## config.mk

```make
export PLATFORM = sky130hd
export DESIGN_NAME = i2c_start_gen
export DESIGN_NICKNAME = d
export VERILOG_FILES = /design/src/rtl/i2c_start_gen.sv
export SDC_FILE = /design/constraint.sdc
export NUM_CORES = 1
export LEC_CHECK = 0
export ABC_AREA = 1
export BUFFER_PORTS_ARGS = -buffer_cell sky130_fd_sc_hd__buf_4
export CORE_MARGIN = 2
export CORE_UTILIZATION = 24
export DETAILED_ROUTE_END_ITERATION = 16
export GPL_TIMING_DRIVEN = 0
export PLACE_DENSITY_LB_ADDON = 0.25
export SETUP_SLACK_MARGIN = 0.4
export SYNTH_ARGS = -nofsm -noshare
export SYNTH_HDL_FRONTEND = slang
export SYNTH_SLANG_ARGS = --single-unit
```

## constraint.sdc

```tcl
create_clock -name i_clk -period 1.8 [get_ports i_clk]
set_input_delay 0.09 -clock i_clk [delete_from_list [all_inputs] [get_ports i_clk]]
set_output_delay 0.09 -clock i_clk [all_outputs]
set_load 0.02 [all_outputs]
```

## src/rtl/i2c_start_gen.sv

```systemverilog
// Open-drain I2C START / repeated-START generator for the master bit engine.
// Releases both lines, waits out stretching or a busy bus, then drops SDA and SCL in turn.
module i2c_start_gen #(
  parameter int CLK_FREQ = 25_000_000,
  parameter int I2C_FREQ = 100_000
) (
  input  logic i_clk,
  input  logic i_rst,
  input  logic i_req,
  input  logic i_enable,
  output logic o_done,
  output logic o_ready,
  input  logic i_sda,
  input  logic i_scl,
  output logic o_sda_drive,
  output logic o_scl_drive
);

  localparam int TQ_DIV = CLK_FREQ / (4 * I2C_FREQ);
  localparam int TQ     = (TQ_DIV < 1) ? 1 : TQ_DIV;
  localparam int CW     = $clog2(TQ + 1);
  localparam logic [CW-1:0] TQ_LOAD = CW'(TQ - 1);

  localparam logic [2:0] S_IDLE    = 3'd0;
  localparam logic [2:0] S_REL_SDA = 3'd1;
  localparam logic [2:0] S_REL_SCL = 3'd2;
  localparam logic [2:0] S_SDA_LOW = 3'd3;
  localparam logic [2:0] S_SCL_LOW = 3'd4;
  localparam logic [2:0] S_DONE    = 3'd5;

  logic [2:0]    r_state;
  logic [CW-1:0] r_cnt;
  logic          r_done;
  logic          r_ready;
  logic          r_sda;
  logic          r_scl;

  logic w_tc;
  logic w_bus_high;

  assign w_tc       = (r_cnt == '0);
  assign w_bus_high = i_sda & i_scl;

  always_ff @(posedge i_clk) begin
    if (i_rst) begin
      r_state <= S_IDLE;
      r_cnt   <= '0;
      r_done  <= 1'b0;
      r_ready <= 1'b1;
      r_sda   <= 1'b1;
      r_scl   <= 1'b1;
    end else begin
      case (r_state)
        S_IDLE: begin
          if (i_req && i_enable) begin
            r_state <= S_REL_SDA;
            r_cnt   <= TQ_LOAD;
            r_ready <= 1'b0;
            r_sda   <= 1'b1;
          end
        end
        S_DONE: begin
          if (!i_req) begin
            r_state <= S_IDLE;
            r_done  <= 1'b0;
            r_ready <= 1'b1;
          end
        end
        default: begin
          if (!i_enable) begin
            r_state <= S_IDLE;
            r_cnt   <= '0;
            r_done  <= 1'b0;
            r_ready <= 1'b1;
            r_sda   <= 1'b1;
            r_scl   <= 1'b1;
          end else begin
            case (r_state)
              // SCL is left as-is here so a held-low clock cannot turn SDA's release into a STOP
              S_REL_SDA: begin
                if (w_tc) begin
                  r_state <= S_REL_SCL;
                  r_cnt   <= TQ_LOAD;
                  r_scl   <= 1'b1;
                  r_sda   <= 1'b1;
                end else begin
                  r_cnt <= r_cnt - CW'(1);
                end
              end
              S_REL_SCL: begin
                if (!w_bus_high) begin
                  r_cnt <= TQ_LOAD;
                end else if (w_tc) begin
                  r_state <= S_SDA_LOW;
                  r_cnt   <= TQ_LOAD;
                  r_sda   <= 1'b0;
                end else begin
                  r_cnt <= r_cnt - CW'(1);
                end
              end
              S_SDA_LOW: begin
                if (w_tc) begin
                  r_state <= S_SCL_LOW;
                  r_cnt   <= TQ_LOAD;
                  r_scl   <= 1'b0;
                end else begin
                  r_cnt <= r_cnt - CW'(1);
                end
              end
              S_SCL_LOW: begin
                if (w_tc) begin
                  r_state <= S_DONE;
                  r_done  <= 1'b1;
                end else begin
                  r_cnt <= r_cnt - CW'(1);
                end
              end
              default: begin
                r_state <= S_IDLE;
                r_ready <= 1'b1;
                r_done  <= 1'b0;
                r_sda   <= 1'b1;
                r_scl   <= 1'b1;
              end
            endcase
          end
        end
      endcase
    end
  end

  assign o_done      = r_done;
  assign o_ready     = r_ready;
  assign o_sda_drive = r_sda;
  assign o_scl_drive = r_scl;

endmodule

```

=== Word level (Yosys, flattened, before mapping) ===
Cells that the tools add are included.

* Memory bits (writable): 0
* Register bits: 13
* Output and inout port bits: 4
* Memory bits (read-only): 0
* Bits in latches: 0
* Input port bits: 6
* Memories: 0

* $add $sub $neg: 1
* Mux-type cells: 35
* Reductions and logical operators: 15
* Shift operators: 0
* $lt $le $gt $ge: 0
* Equality and inequality tests: 24
* Divide/modulo/power cells: 0
* Bitwise gates (word level): 4
* $mul: 0

{| class="wikitable"
|+ Operators by type and width
! cell !! count
|-
| $mux 6 || 5
|-
| $mux 3 || 8
|-
| $ne 5x5->1 const B || 4
|-
| $pmux 6 s3 || 1
|-
| $mux 1 || 12
|-
| $ne 4x4->1 const B || 3
|-
| $pmux 3 s4 || 1
|-
| $pmux 6 s2 || 1
|-
| $reduce_and 4->1 || 3
|-
| $ne 4x3->1 const B || 2
|-
| $pmux 1 s2 || 4
|-
| $reduce_or 2->1 || 4
|-
| $reduce_and 7->1 || 1
|-
| $eq 3x2->1 const B || 2
|-
| $eq 3x3->1 const B || 2
|-
| $logic_not 6->1 || 1
|-
| $ne 2x2->1 const B || 3
|-
| $ne 3x2->1 const B || 2
|-
| $ne 3x3->1 const B || 2
|-
| $pmux 1 s3 || 2
|-
| $pmux 3 s2 || 1
|-
| $reduce_and 6->1 || 1
|-
| $sub 6x1->6 const B || 1
|-
| $ne 5x2->1 const B || 1
|-
| 10 further kinds || 12
|}

=== Depth between registers and ports, before layout ===
* Depth after elaboration: 6
* Depth in mapped cells: 11
* Depth with buffers taken out: 11

=== Least setup slack after synthesis ===
No wires, ideal clock.

* Path kind: register to register
* From: reg r_cnt[0]
* To: reg r_state[0]
* Arrival time: 1.250 ns
* Library setup time: 0.113 ns
* Data required time: 1.687 ns
* Setup slack: 0.437 ns
* Stages on the path, launching flop included: 10
* Cell sequence: dfxtp_1 inv_1 ha_1 nand3_2 nand2_2 nand3_1 nor2_2 nand2_1 nand2_1 nor2_1

* Word-level cells in the longest chain between the ends: 3
* Elaborated cells on any way between the ends: 6
* Classes of those cells: 4 x eq/ne; 2 x reduce/logical

{| class="wikitable"
|+ Ends and longest elaborated chain
! item !! RTL line !! source
|-
| from (decl) || 32 || <nowiki>logic [CW-1:0] r_cnt;</nowiki>
|-
| from (signal assigned) || 87 || <nowiki>r_cnt <= r_cnt - CW'(1);</nowiki>
|-
| from (signal assigned) || 98 || <nowiki>r_cnt <= r_cnt - CW'(1);</nowiki>
|-
| from (signal assigned) || 107 || <nowiki>r_cnt <= r_cnt - CW'(1);</nowiki>
|-
| $logic_not 6->1 * || 41 || <nowiki>assign w_tc = (r_cnt == '0);</nowiki>
|-
| $ne 5x5->1 (no line) or $ne 5x3->1 (tied branches) || n/a ||
|-
| $reduce_and 7->1 (no line) * || n/a ||
|-
| to (signal assigned) || 46 || <nowiki>r_state <= S_IDLE;</nowiki>
|-
| to (signal assigned) || 56 || <nowiki>r_state <= S_REL_SDA;</nowiki>
|-
| to (signal assigned) || 64 || <nowiki>r_state <= S_IDLE;</nowiki>
|-
| to (decl) || 31 || <nowiki>logic [2:0] r_state;</nowiki>
|}

Every way passes the cells marked *; elsewhere a longest branch is shown, timed or not.
A chain may end at the register's enable or synchronous reset.

=== Final worst setup path ===
* From: reg r_state[2]
* To: reg r_state[1]

* Word-level cells in the longest chain between the ends: 4
* Elaborated cells on any way between the ends: 17
* Classes of those cells: 12 x eq/ne; 3 x mux; 2 x reduce/logical

{| class="wikitable"
|+ Ends and longest elaborated chain
! item !! RTL line !! source
|-
| $eq 3x3->1, or another cell as far along || 78 || <nowiki>case (r_state)</nowiki>
|-
| $pmux 3 s4 || 78 ||
|-
| $mux 3 || 70 || <nowiki>if (!i_enable) begin</nowiki>
|-
| $pmux 3 s2 || 53 || <nowiki>case (r_state)</nowiki>
|}

Parallel ways exist; a longest one is shown, timed or not.

==> Flow_metrics.wiki <==
{| class="wikitable"
! Metric !! Value
|-
| Result of the run || completed
|-
| Clock tree root buffer cell || clkbuf_8
|-
| Number of library cell types mapped by synthesis || 22
|-
| Maximum buffer depth of the clock tree || 2
|-
| Post-Place Setup Slack || 0.223 ns
|-
| Worst-case vdd ir drop || 429 uV
|-
| Most repeated cell in the gate-level netlist after synthesis || nand2_1
|-
| Setup skew after layout || 0.00588 ns
|-
| Count of vias placed by the detailed router || 971
|-
| Wirelength, routed || 2320 um
|-
| Global-route wire length before repair || 3840 um
|-
| Worst Path Required || 1.94 ns
|-
| Placed Cells incl. Taps || 213
|-
| Setup repair after global routing missed its margin || yes
|-
| XOR/XNOR share of the synthesized area || 1.91%
|-
| Clock Latency Late Sink || 0.25 ns
|-
| Post-layout instance count excluding filler cells || 220
|-
| Number of hold buffers added after CTS || 0
|-
| Vias in the first global route || 879
|-
| Worst setup startpoint || r_state[2]
|-
| Multiplexer share of the synthesized area || 0%
|-
| Average footprint of a synthesized cell || 5.85 sq um
|-
| Worst reg-to-reg setup slack || 0.40 ns
|-
| Number of maximum-capacitance violations || 0
|-
| Cell depth of the worst min-delay path || 4
|-
| Area fraction in compound gates after synthesis || 8.99%
|-
| Main combinational cell family by area after synthesis || simple AND/OR/NAND/NOR gates
|-
| Post-route setup TNS || 0 ns
|-
| Pwr dens || 2130 nW/um^2
|-
| Placeable core region || 3660 sq um
|-
| GPL Wtd Cong || 0.860
|-
| Maximum number of pins on one net before global-route repair || 11
|-
| Number of antenna repair diodes || 0
|-
| Syn_nets || 164
|-
| Number of antenna violations at the first check in global routing || 0
|-
| Number of nets in the finished design || 180
|-
| Slew at the pin closest to its max-slew limit || 0.240 ns
|-
| Final count of hold timing violations || 0
|-
| Number of ports placed on the die boundary || 10
|-
| Port Buffer Count || 8
|-
| Clock period minus worst slack || 1.40 ns
|-
| Post-synth EDFFs || 0
|-
| Cell-internal power || 0.00123 W
|-
| Wire length per cell after detailed routing || 10.5 um
|-
| Post-DRT Antenna Nets || 0
|-
| Vertical die dimension || 65.9 um
|-
| Most common library cells after synthesis || 41 x nand2_1, 28 x nor2_1, 17 x inv_1
|-
| Worst-case reg-to-reg path depth || 11
|-
| Die width || 65.9 um
|-
| Ratio of routed vias to standard cells || 4.41
|-
| Yosys top cell area share || 28.3%
|-
| Highest achievable clock rate || 716 MHz
|-
| Hold/Removal Path Class || input port to flop
|-
| Number of search-and-repair iterations in the first detailed-routing pass || 4
|-
| Synthesized instance count || 157
|-
| Power dissipated by switching net loads || 0.00132 W
|-
| Placement Cell Area || 1040 sq um
|-
| Final Max Slew Viols || 0
|-
| Share of synthesized registers carrying an async set or reset || 0%
|-
| Netlist area before placement || 918 sq um
|-
| Ratio of cells with drive above 1 in the final layout || 31.4%
|-
| Clock network fraction of total power || 10.8%
|-
| CTS clk-pin slew, worst paths || 0.06 ns
|-
| Basic-gate share of the synthesized area counting and, or, nand and nor cells || 49.0%
|-
| Final design instance area without fill || 1200 sq um
|-
| Starting density of the core || 25.1%
|-
| Clock sinks || 13
|-
| Post-detail-place hpwl || 1630 um
|-
| Post-synthesis sequential element count || 13
|-
| Worst reg2reg startpoint || r_state[2]
|-
| Number of synthesis warnings || 0
|-
| Cell leakage power || 0.581 nW
|-
| Top FF cell, synth || dfxtp_1
|-
| GR Util All Layers || 11.6%
|-
| Worst-case hold path end point || o_done
|-
| Post-Route Hold Slack || 0.123 ns
|-
| CTS tree || yes
|-
| FF-to-FF End || r_state[1]
|-
| Crit path launch type || flop
|-
| Adder and majority cell fraction of the synthesized area || 1.36%
|-
| Final setup violation count || 0
|-
| CP Class || flop to flop
|-
| Synth area leaders || dfxtp_1 28%, nand2_1 17%, nor2_1 11%
|-
| Worst slew margin || 83.9%
|-
| Top fanout value on the critical path || 8
|-
| Area grow syn2layout || 30.8%
|-
| Combinational power share || 67.6%
|-
| DRC || 0
|-
| Placement Rows || 22
|-
| Worst Min Path Start || i_rst
|-
| Endpoint type of the worst setup path || flop
|-
| Portion of the post-synthesis area used by sequential elements || 28.3%
|-
| Number of buffers created by CTS || 3
|-
| Share of the clock period used by the worst path || 77.5%
|-
| Data arrival, critical path || 1.53 ns
|-
| Cell taking the most area after synthesis || dfxtp_1
|-
| Number of DRC violations after detailed-routing iteration 0 || 41
|-
| Final setup slack of the worst path || 0.404 ns
|-
| Congestion Overflow GR || 0
|-
| Switching Fraction || 51.7%
|-
| Htree depth || 1
|-
| Die area || 4340 sq um
|-
| Share of total power in sequential cells || 21.7%
|}
==> metrics by stage <==
step	total power, W	util (%)
floorplan	0.00168	-
global placement	0.00200	28.4
detailed placement	0.00199	28.4
CTS	0.00233	30.2
global route	0.00285	32.8
finish	0.00255	32.8
==> layout make-up <==
class | count | area, sq um
Buffer | 3 | 20.0
Clock buffer | 4 | 45.0
Fill cell | 407 | 2460
Inverter | 20 | 77.6
Multi-Input combinational cell | 121 | 651
Sequential cell | 13 | 265
Tap cell | 48 | 60.1
Timing Repair Buffer | 11 | 82.6
==> layer usage <==
| metal | global-route usage, % | vias to the layer above | wire, um |
|---|---|---|---|
| met1 | 15.5 | 432 | 1150 |
| met3 | 2.73 | 5 | 50 |
| met4 | 5.73 | 0 | 40 |
| met2 | 17.3 | 13 | 1070 |
| li1 | - | 521 | - |
| met5 | 0 | - | 0 |
==> state kept, by name (all words and copies together), names as in the netlist <==
name,cells
r_cnt,6
o_scl_drive,1
o_done,1
o_sda_drive,1
o_ready,1
r_state,3
==> power groups by stage <==
stage	Combinational (W)	Sequential [W]	Clock (W)
floorplan	0.00112	0.000556	0
global placement	0.00147	0.000537	0
detailed placement	0.00145	0.000534	0
CTS	0.00152	0.000529	0.000278
global route	0.00198	0.000572	0.000296
finish	0.00173	0.000553	0.000275
==> kinds of logic after synthesis <==
group,Yosys count
fa+ha+maj,1
compound gates,16
simple gates,102
xor+xnor,2
flops,13
buf+inv,23
==> timing repair <==
action / CTS / global route
setup endpoints to repair: 10 / 13
buffers inserted: 0 / 3
cloned: 0 / 0
gates resized for setup: 5 / 25
pin swaps: 1 / 7
hold endpoints to repair: 0 / 0
==> worst max-delay path by stage <==
stage | to | slack (ns) | cells past startpoint
6_report | r_state[1] | 0.40 | 11
5_1_grt | r_state[2] | 0.30 | 9
4_1_cts | r_cnt[3] | 0.40 | 7
3_5_place_dp | r_state[2] | 0.22 | 9
3_3_place_gp | r_state[2] | 0.20 | 9
2_1_floorplan | r_state[0] | 0.44 | 9
==> placed cells by master (no fill, tap or decap), drive strengths merged, types with 3 or more instances in the layout <==
master / synthesis / layout
nand2: 46 / 46
nor2: 35 / 35
inv: 20 / 20
buf: 3 / 14
nand3: 14 / 14
dfxtp: 13 / 13
o21ai: 8 / 8
a21oi: 7 / 7
clkbuf: 0 / 4
nand4: 3 / 3
==> critical path: stages (launching register included) <==
cell and delay [ns]:
dfxtp_1 0.30, buf_4 0.15, inv_2 0.08, nand2_2 0.09, nor2_2 0.22, nand2_4 0.09
nand2_1 0.08, nor2_1 0.04, nand2_1 0.08, nand2_1 0.05, nand2_1 0.05, nor2_1 0.04
Power figures use the tool's default switching activity.
